### config.mk
export PLATFORM = sky130hd
export DESIGN_NAME = wr_port_arbiter
export DESIGN_NICKNAME = d
export VERILOG_FILES = /design/src/rtl/wr_arb_pkg.sv /design/src/rtl/rr_pick2.sv /design/src/rtl/wr_port_arbiter.sv
export SDC_FILE = /design/constraint.sdc
export NUM_CORES = 1
export LEC_CHECK = 0
export ABC_AREA = 1
export BUFFER_PORTS_ARGS = -buffer_cell sky130_fd_sc_hd__clkbuf_2
export CAP_MARGIN = 20
export CORE_MARGIN = 2
export CORE_UTILIZATION = 47
export DETAILED_ROUTE_END_ITERATION = 8
export GPL_ROUTABILITY_DRIVEN = 0
export GPL_TIMING_DRIVEN = 0
export PLACE_DENSITY = 0.93
export SLEW_MARGIN = 30
export SYNTH_ARGS = -nofsm -noshare
export SYNTH_HDL_FRONTEND = slang
export SYNTH_SLANG_ARGS = --single-unit
### constraint.sdc
create_clock -name clk -period 1.8 [get_ports clk]
set_input_delay 0.09 -clock clk [delete_from_list [all_inputs] [get_ports clk]]
set_output_delay 0.09 -clock clk [all_outputs]
set_load 0.02 [all_outputs]
### src/rtl/wr_arb_pkg.sv
// Shared types and default constants for the two-requester write-port arbiter.
package wr_arb_pkg;

   typedef enum logic [1:0] {IDLE, GRANT, ACK} arb_state_t;

   localparam int unsigned WAIT_MAX_DEF = 8;
   localparam int unsigned SEL_BIT_DEF  = 11;

endpackage

### src/rtl/rr_pick2.sv
// Combinational two-way round-robin picker: on a tie the requester other than
// the last winner is chosen.
module rr_pick2 (
   input  logic req0,
   input  logic req1,
   input  logic last,
   output logic grant_valid,
   output logic grant_id
);

   always_comb begin
      grant_valid = req0 | req1;
      if (req0 && req1) begin
         grant_id = ~last;
      end else begin
         grant_id = req1;
      end
   end

endmodule

### src/rtl/wr_port_arbiter.sv
// Shares one write port between the CPU store path (0) and the loader/debug
// path (1): grant, wait for target ready (with timeout), then a one-cycle ack.
module wr_port_arbiter
   import wr_arb_pkg::*;
#(
   parameter int unsigned ADDR_W   = 32,
   parameter int unsigned DATA_W   = 32,
   parameter int unsigned SEL_BIT  = SEL_BIT_DEF,
   parameter int unsigned WAIT_MAX = WAIT_MAX_DEF
) (
   input  logic              clk,
   input  logic              reset,
   input  logic              req0,
   input  logic [ADDR_W-1:0] addr0,
   input  logic [DATA_W-1:0] wdata0,
   output logic              ack0,
   input  logic              req1,
   input  logic [ADDR_W-1:0] addr1,
   input  logic [DATA_W-1:0] wdata1,
   output logic              ack1,
   output logic              err,
   input  logic              mem_ready,
   output logic              mem_we,
   output logic [ADDR_W-1:0] mem_addr,
   output logic [DATA_W-1:0] mem_wdata,
   output logic              dev_sel
);

   localparam logic [7:0] WAIT_LAST = 8'(WAIT_MAX - 1);

   arb_state_t        state_q, state_d;
   logic              owner_q, owner_d;
   logic              last_q, last_d;
   logic [7:0]        wait_cnt_q, wait_cnt_d;
   logic              mem_we_q, mem_we_d;
   logic [ADDR_W-1:0] mem_addr_q, mem_addr_d;
   logic [DATA_W-1:0] mem_wdata_q, mem_wdata_d;
   logic              dev_sel_q, dev_sel_d;
   logic              ack0_q, ack0_d;
   logic              ack1_q, ack1_d;
   logic              err_q, err_d;

   logic              grant_valid;
   logic              grant_id;

   rr_pick2 u_pick (
      .req0        (req0),
      .req1        (req1),
      .last        (last_q),
      .grant_valid (grant_valid),
      .grant_id    (grant_id)
   );

   always_comb begin
      state_d     = state_q;
      owner_d     = owner_q;
      last_d      = last_q;
      wait_cnt_d  = wait_cnt_q;
      mem_addr_d  = mem_addr_q;
      mem_wdata_d = mem_wdata_q;
      dev_sel_d   = dev_sel_q;
      ack0_d      = 1'b0;
      ack1_d      = 1'b0;
      err_d       = 1'b0;

      unique case (state_q)
         IDLE: begin
            if (grant_valid) begin
               state_d     = GRANT;
               owner_d     = grant_id;
               last_d      = grant_id;
               wait_cnt_d  = 8'd0;
               mem_addr_d  = grant_id ? addr1 : addr0;
               mem_wdata_d = grant_id ? wdata1 : wdata0;
               dev_sel_d   = mem_addr_d[SEL_BIT];
            end
         end
         GRANT: begin
            // Ready in the last allowed cycle still counts as success.
            if (mem_ready || (wait_cnt_q == WAIT_LAST)) begin
               state_d = ACK;
               ack0_d  = ~owner_q;
               ack1_d  = owner_q;
               err_d   = ~mem_ready;
            end else begin
               wait_cnt_d = wait_cnt_q + 8'd1;
            end
         end
         ACK: begin
            state_d = IDLE;
         end
         default: begin
            state_d = IDLE;
         end
      endcase

      mem_we_d = (state_d == GRANT);
   end

   always_ff @(posedge clk) begin
      if (reset) begin
         state_q     <= IDLE;
         owner_q     <= 1'b0;
         last_q      <= 1'b1;
         wait_cnt_q  <= 8'd0;
         mem_we_q    <= 1'b0;
         mem_addr_q  <= '0;
         mem_wdata_q <= '0;
         dev_sel_q   <= 1'b0;
         ack0_q      <= 1'b0;
         ack1_q      <= 1'b0;
         err_q       <= 1'b0;
      end else begin
         state_q     <= state_d;
         owner_q     <= owner_d;
         last_q      <= last_d;
         wait_cnt_q  <= wait_cnt_d;
         mem_we_q    <= mem_we_d;
         mem_addr_q  <= mem_addr_d;
         mem_wdata_q <= mem_wdata_d;
         dev_sel_q   <= dev_sel_d;
         ack0_q      <= ack0_d;
         ack1_q      <= ack1_d;
         err_q       <= err_d;
      end
   end

   assign mem_we    = mem_we_q;
   assign mem_addr  = mem_addr_q;
   assign mem_wdata = mem_wdata_q;
   assign dev_sel   = dev_sel_q;
   assign ack0      = ack0_q;
   assign ack1      = ack1_q;
   assign err       = err_q;

endmodule

==> results.ini <==
[sta]
fmaxAchievable_ghz=0.5696
rsz0062_at_grt=yes
fin_hold_ws_ns=0.008022
slew_viol_final=0
skew_ns=0.01177
finalCritPeriodShare_pct=97.54
period_needed_ns=1.756
setup_violations=0
hold_violations=0
tightest_slew_ns=0.3851
setup_ws_ns=0.04436
relSlewSlack_pct=74.33

[power]
p_seq_share_pct=42.1
p_total_mw=4.918
power_frac_clock_pct=27.8
swShare_pct=32.89
netSwitchingPower_mw=1.618
powerDensity_mw_per_mm2=826.4
p_leak_nw=2.944
p_int_mw=3.300
peakVddDrop_uv=626.5
comb_power_share_pct=30.1

[setup_path]
path_cells=inv_2, nand2_2, nor2_4, buf_8, buf_6, o21ai_1, a31oi_1, dlygate4sd3_1
crit_slowest_cell=dlygate4sd3_1
worstPathRequired_ns=2.09
crit_path_end_kind=register
cp_max_fo=10
crit_path_start_kind=register
worst_path_largest_cell_delay_ns=0.57
crit_type=reg -> reg
path_buf_inv=4
path_delay_family=buffers and inverters
crit_arrival_ns=2.05

[synthesis]
syn_area_sq_mm=0.003480
seq_area_frac_synth_pct=46.03
synth.distinct_cells=23
synthTopCellsByArea=dfxtp_1 (46%), nand2_1 (17%), a31oi_1 (12%)
synthCells=467
synth_nets=601
synth.avg_cell_area_sq_um=7.451
synth_warnings=0
synth.largest_area_cell=dfxtp_1
synth_top_area_share_pct=46.03
ys_ff_latch=80

[die]
row_count=31
io_pins=202
die_area_sq_mm=0.008107
die_x_microns=90.04
initial_core_util_pct=48.23
core_area_sq_mm=0.007214
die_h_microns=90.04

[placed_design]
io_buffers=200
dp_hpwl_microns=8041
pre_cts_slack_ns=0.3873

[drt]
via_count=4962
drc_errors=0
wl_per_cell_microns=17.18
ant_nets=0
firstDrtPassIters=7
routed_wl_microns=15360
via_per_inst=5.550
drt-initial-drc-count=302

[run]
max_cap_viol_count=0

[finish]
syn2layout_area_growth_pct=71.02
fin_util_pct=82.48
drive_above_1_share_pct=33.63
mostFrequentLayoutCells=clkbuf_2 (201), nand2_1 (159), dlygate4sd3_1 (106)
mostFrequentLayoutCell=clkbuf_2
nNetsFinal=923

[global_route]
track_usage_pct=37.54
grt-ovfl-total=0
antenna_found_initial=1
grt_start_max_net_pins=13
grt_pass1_vias=5074
grt_pass1_wl_microns=24450

[worst_hold_path]
hold_path_class=in -> reg

[cts]
cts.reportedPaths.clkPinSlew_ns=0.08
clk-insertion-delay-late_ns=0.35
cts.sinks=80
tritoncts=done
cts_buffers=9
htreeDepth=3
clock_path_buffers=2
cts-root-buf=clkbuf_8

[status]
status=finished, final reports clean

==> synth_stat cells <==
master / instances
nand2_1: 159
dfxtp_1: 80
a31oi_1: 64
o21ai_1: 45
buf_2: 25
o21ai_0: 22
nor2_1: 15
inv_1: 12
nand3_1: 8
a21oi_1: 7
buf_6: 6
inv_2: 5
buf_4: 3
clkbuf_1: 3
nand2_2: 3
nor2_4: 3
a21oi_2: 1
ha_1: 1
nand2_4: 1
nand3_4: 1
nand3b_1: 1
nor3_1: 1
xor2_1: 1
==> registers in the layout, summed over array words and instances (netlist names) <==
signal,cells
mem_wdata,32
owner_q,1
mem_addr,32
ack1,1
mem_we,1
last_q,1
wait_cnt_q,8
ack0,1
state_q,2
err,1
==> area by class of cell <==
type | count | area (sq um)
Clock buffer | 13 | 158.9
Multi-Input combinational cell | 333 | 1588
Fill cell | 420 | 1264
Inverter | 17 | 63.81
Sequential cell | 80 | 1603
Buffer | 37 | 261.5
Antenna cell | 1 | 2.502
Clock inverter | 3 | 40.04
Timing Repair Buffer | 311 | 2110
Tap cell | 99 | 123.9
==> layer usage <==
metal	vias up	share of wire, %	global-route usage [%]
met3	107	9.1	9.220
met2	404	49	65.85
li1	2223	-	-
met5	-	0	0
met4	0	6.8	27.31
met1	2228	35	38.82
==> power by group through the flow <==
stage | Clock (mW) | Sequential [mW] | Combinational [mW]
after floorplan | 0 | 2.29 | 0.499
after global placement | 0 | 2.08 | 1.14
after detailed placement | 0 | 2.09 | 1.17
final | 1.37 | 2.07 | 1.48
after CTS | 1.35 | 2.05 | 1.37
after global routing | 1.43 | 2.08 | 1.57
==> logic make-up (layout without fill, tap and decap cells) <==
| logic type | Yosys count | count (layout) | share of synthesized area [%] |
|---|---|---|---|
| AND/OR/NAND/NOR | 192 | 192 | 22.62 |
| AO/OA/AOI/OAI | 139 | 139 | 22.40 |
| flip-flops | 80 | 80 | 46.03 |
| buffers and inverters | 54 | 381 | 8.342 |
| adder cells (fa/ha/maj) | 1 | 1 | 0.3595 |
| XOR/XNOR | 1 | 1 | 0.2518 |
| other | 0 | 1 | 0 |
==> tightest hold or removal path: stages <==
cell and delay (ns):
clkbuf_2 0.08, nand2_1 0.06, a31oi_1 0.08
==> through the flow <==
stage          cell area [sq um]  std cells  TNS (ns)
3_3_place_gp                4604        766         0
3_5_place_dp                4604        766         0
4_1_cts                     5894        891         0
2_1_floorplan               3480        467         0
6_report                    5951        894         0
5_1_grt                     5951        894  -0.04834
==> final timing paths <==
kind | start | end | slack [ns] | depth (start not counted)
worst max-delay path | state_q[1] | mem_addr[4] | 0.04 | 8
worst min-delay path | wdata0[29] | mem_wdata[29] | 0.008 | 3
worst max register to register | state_q[1] | mem_addr[4] | 0.04 | 8
worst min register to register | owner_q | ack1 | 0.45 | 2
==> timing repair <==
| item | in CTS | in global routing |
|---|---|---|
| hold endpoints to repair | 58 | 0 |
| resized for setup | 0 | 23 |
| hold buffers | 109 | 0 |
| buffers inserted | 0 | 3 |
| setup endpoints to repair | 0 | 7 |
Note: power is estimated with default switching activity, not from simulation.
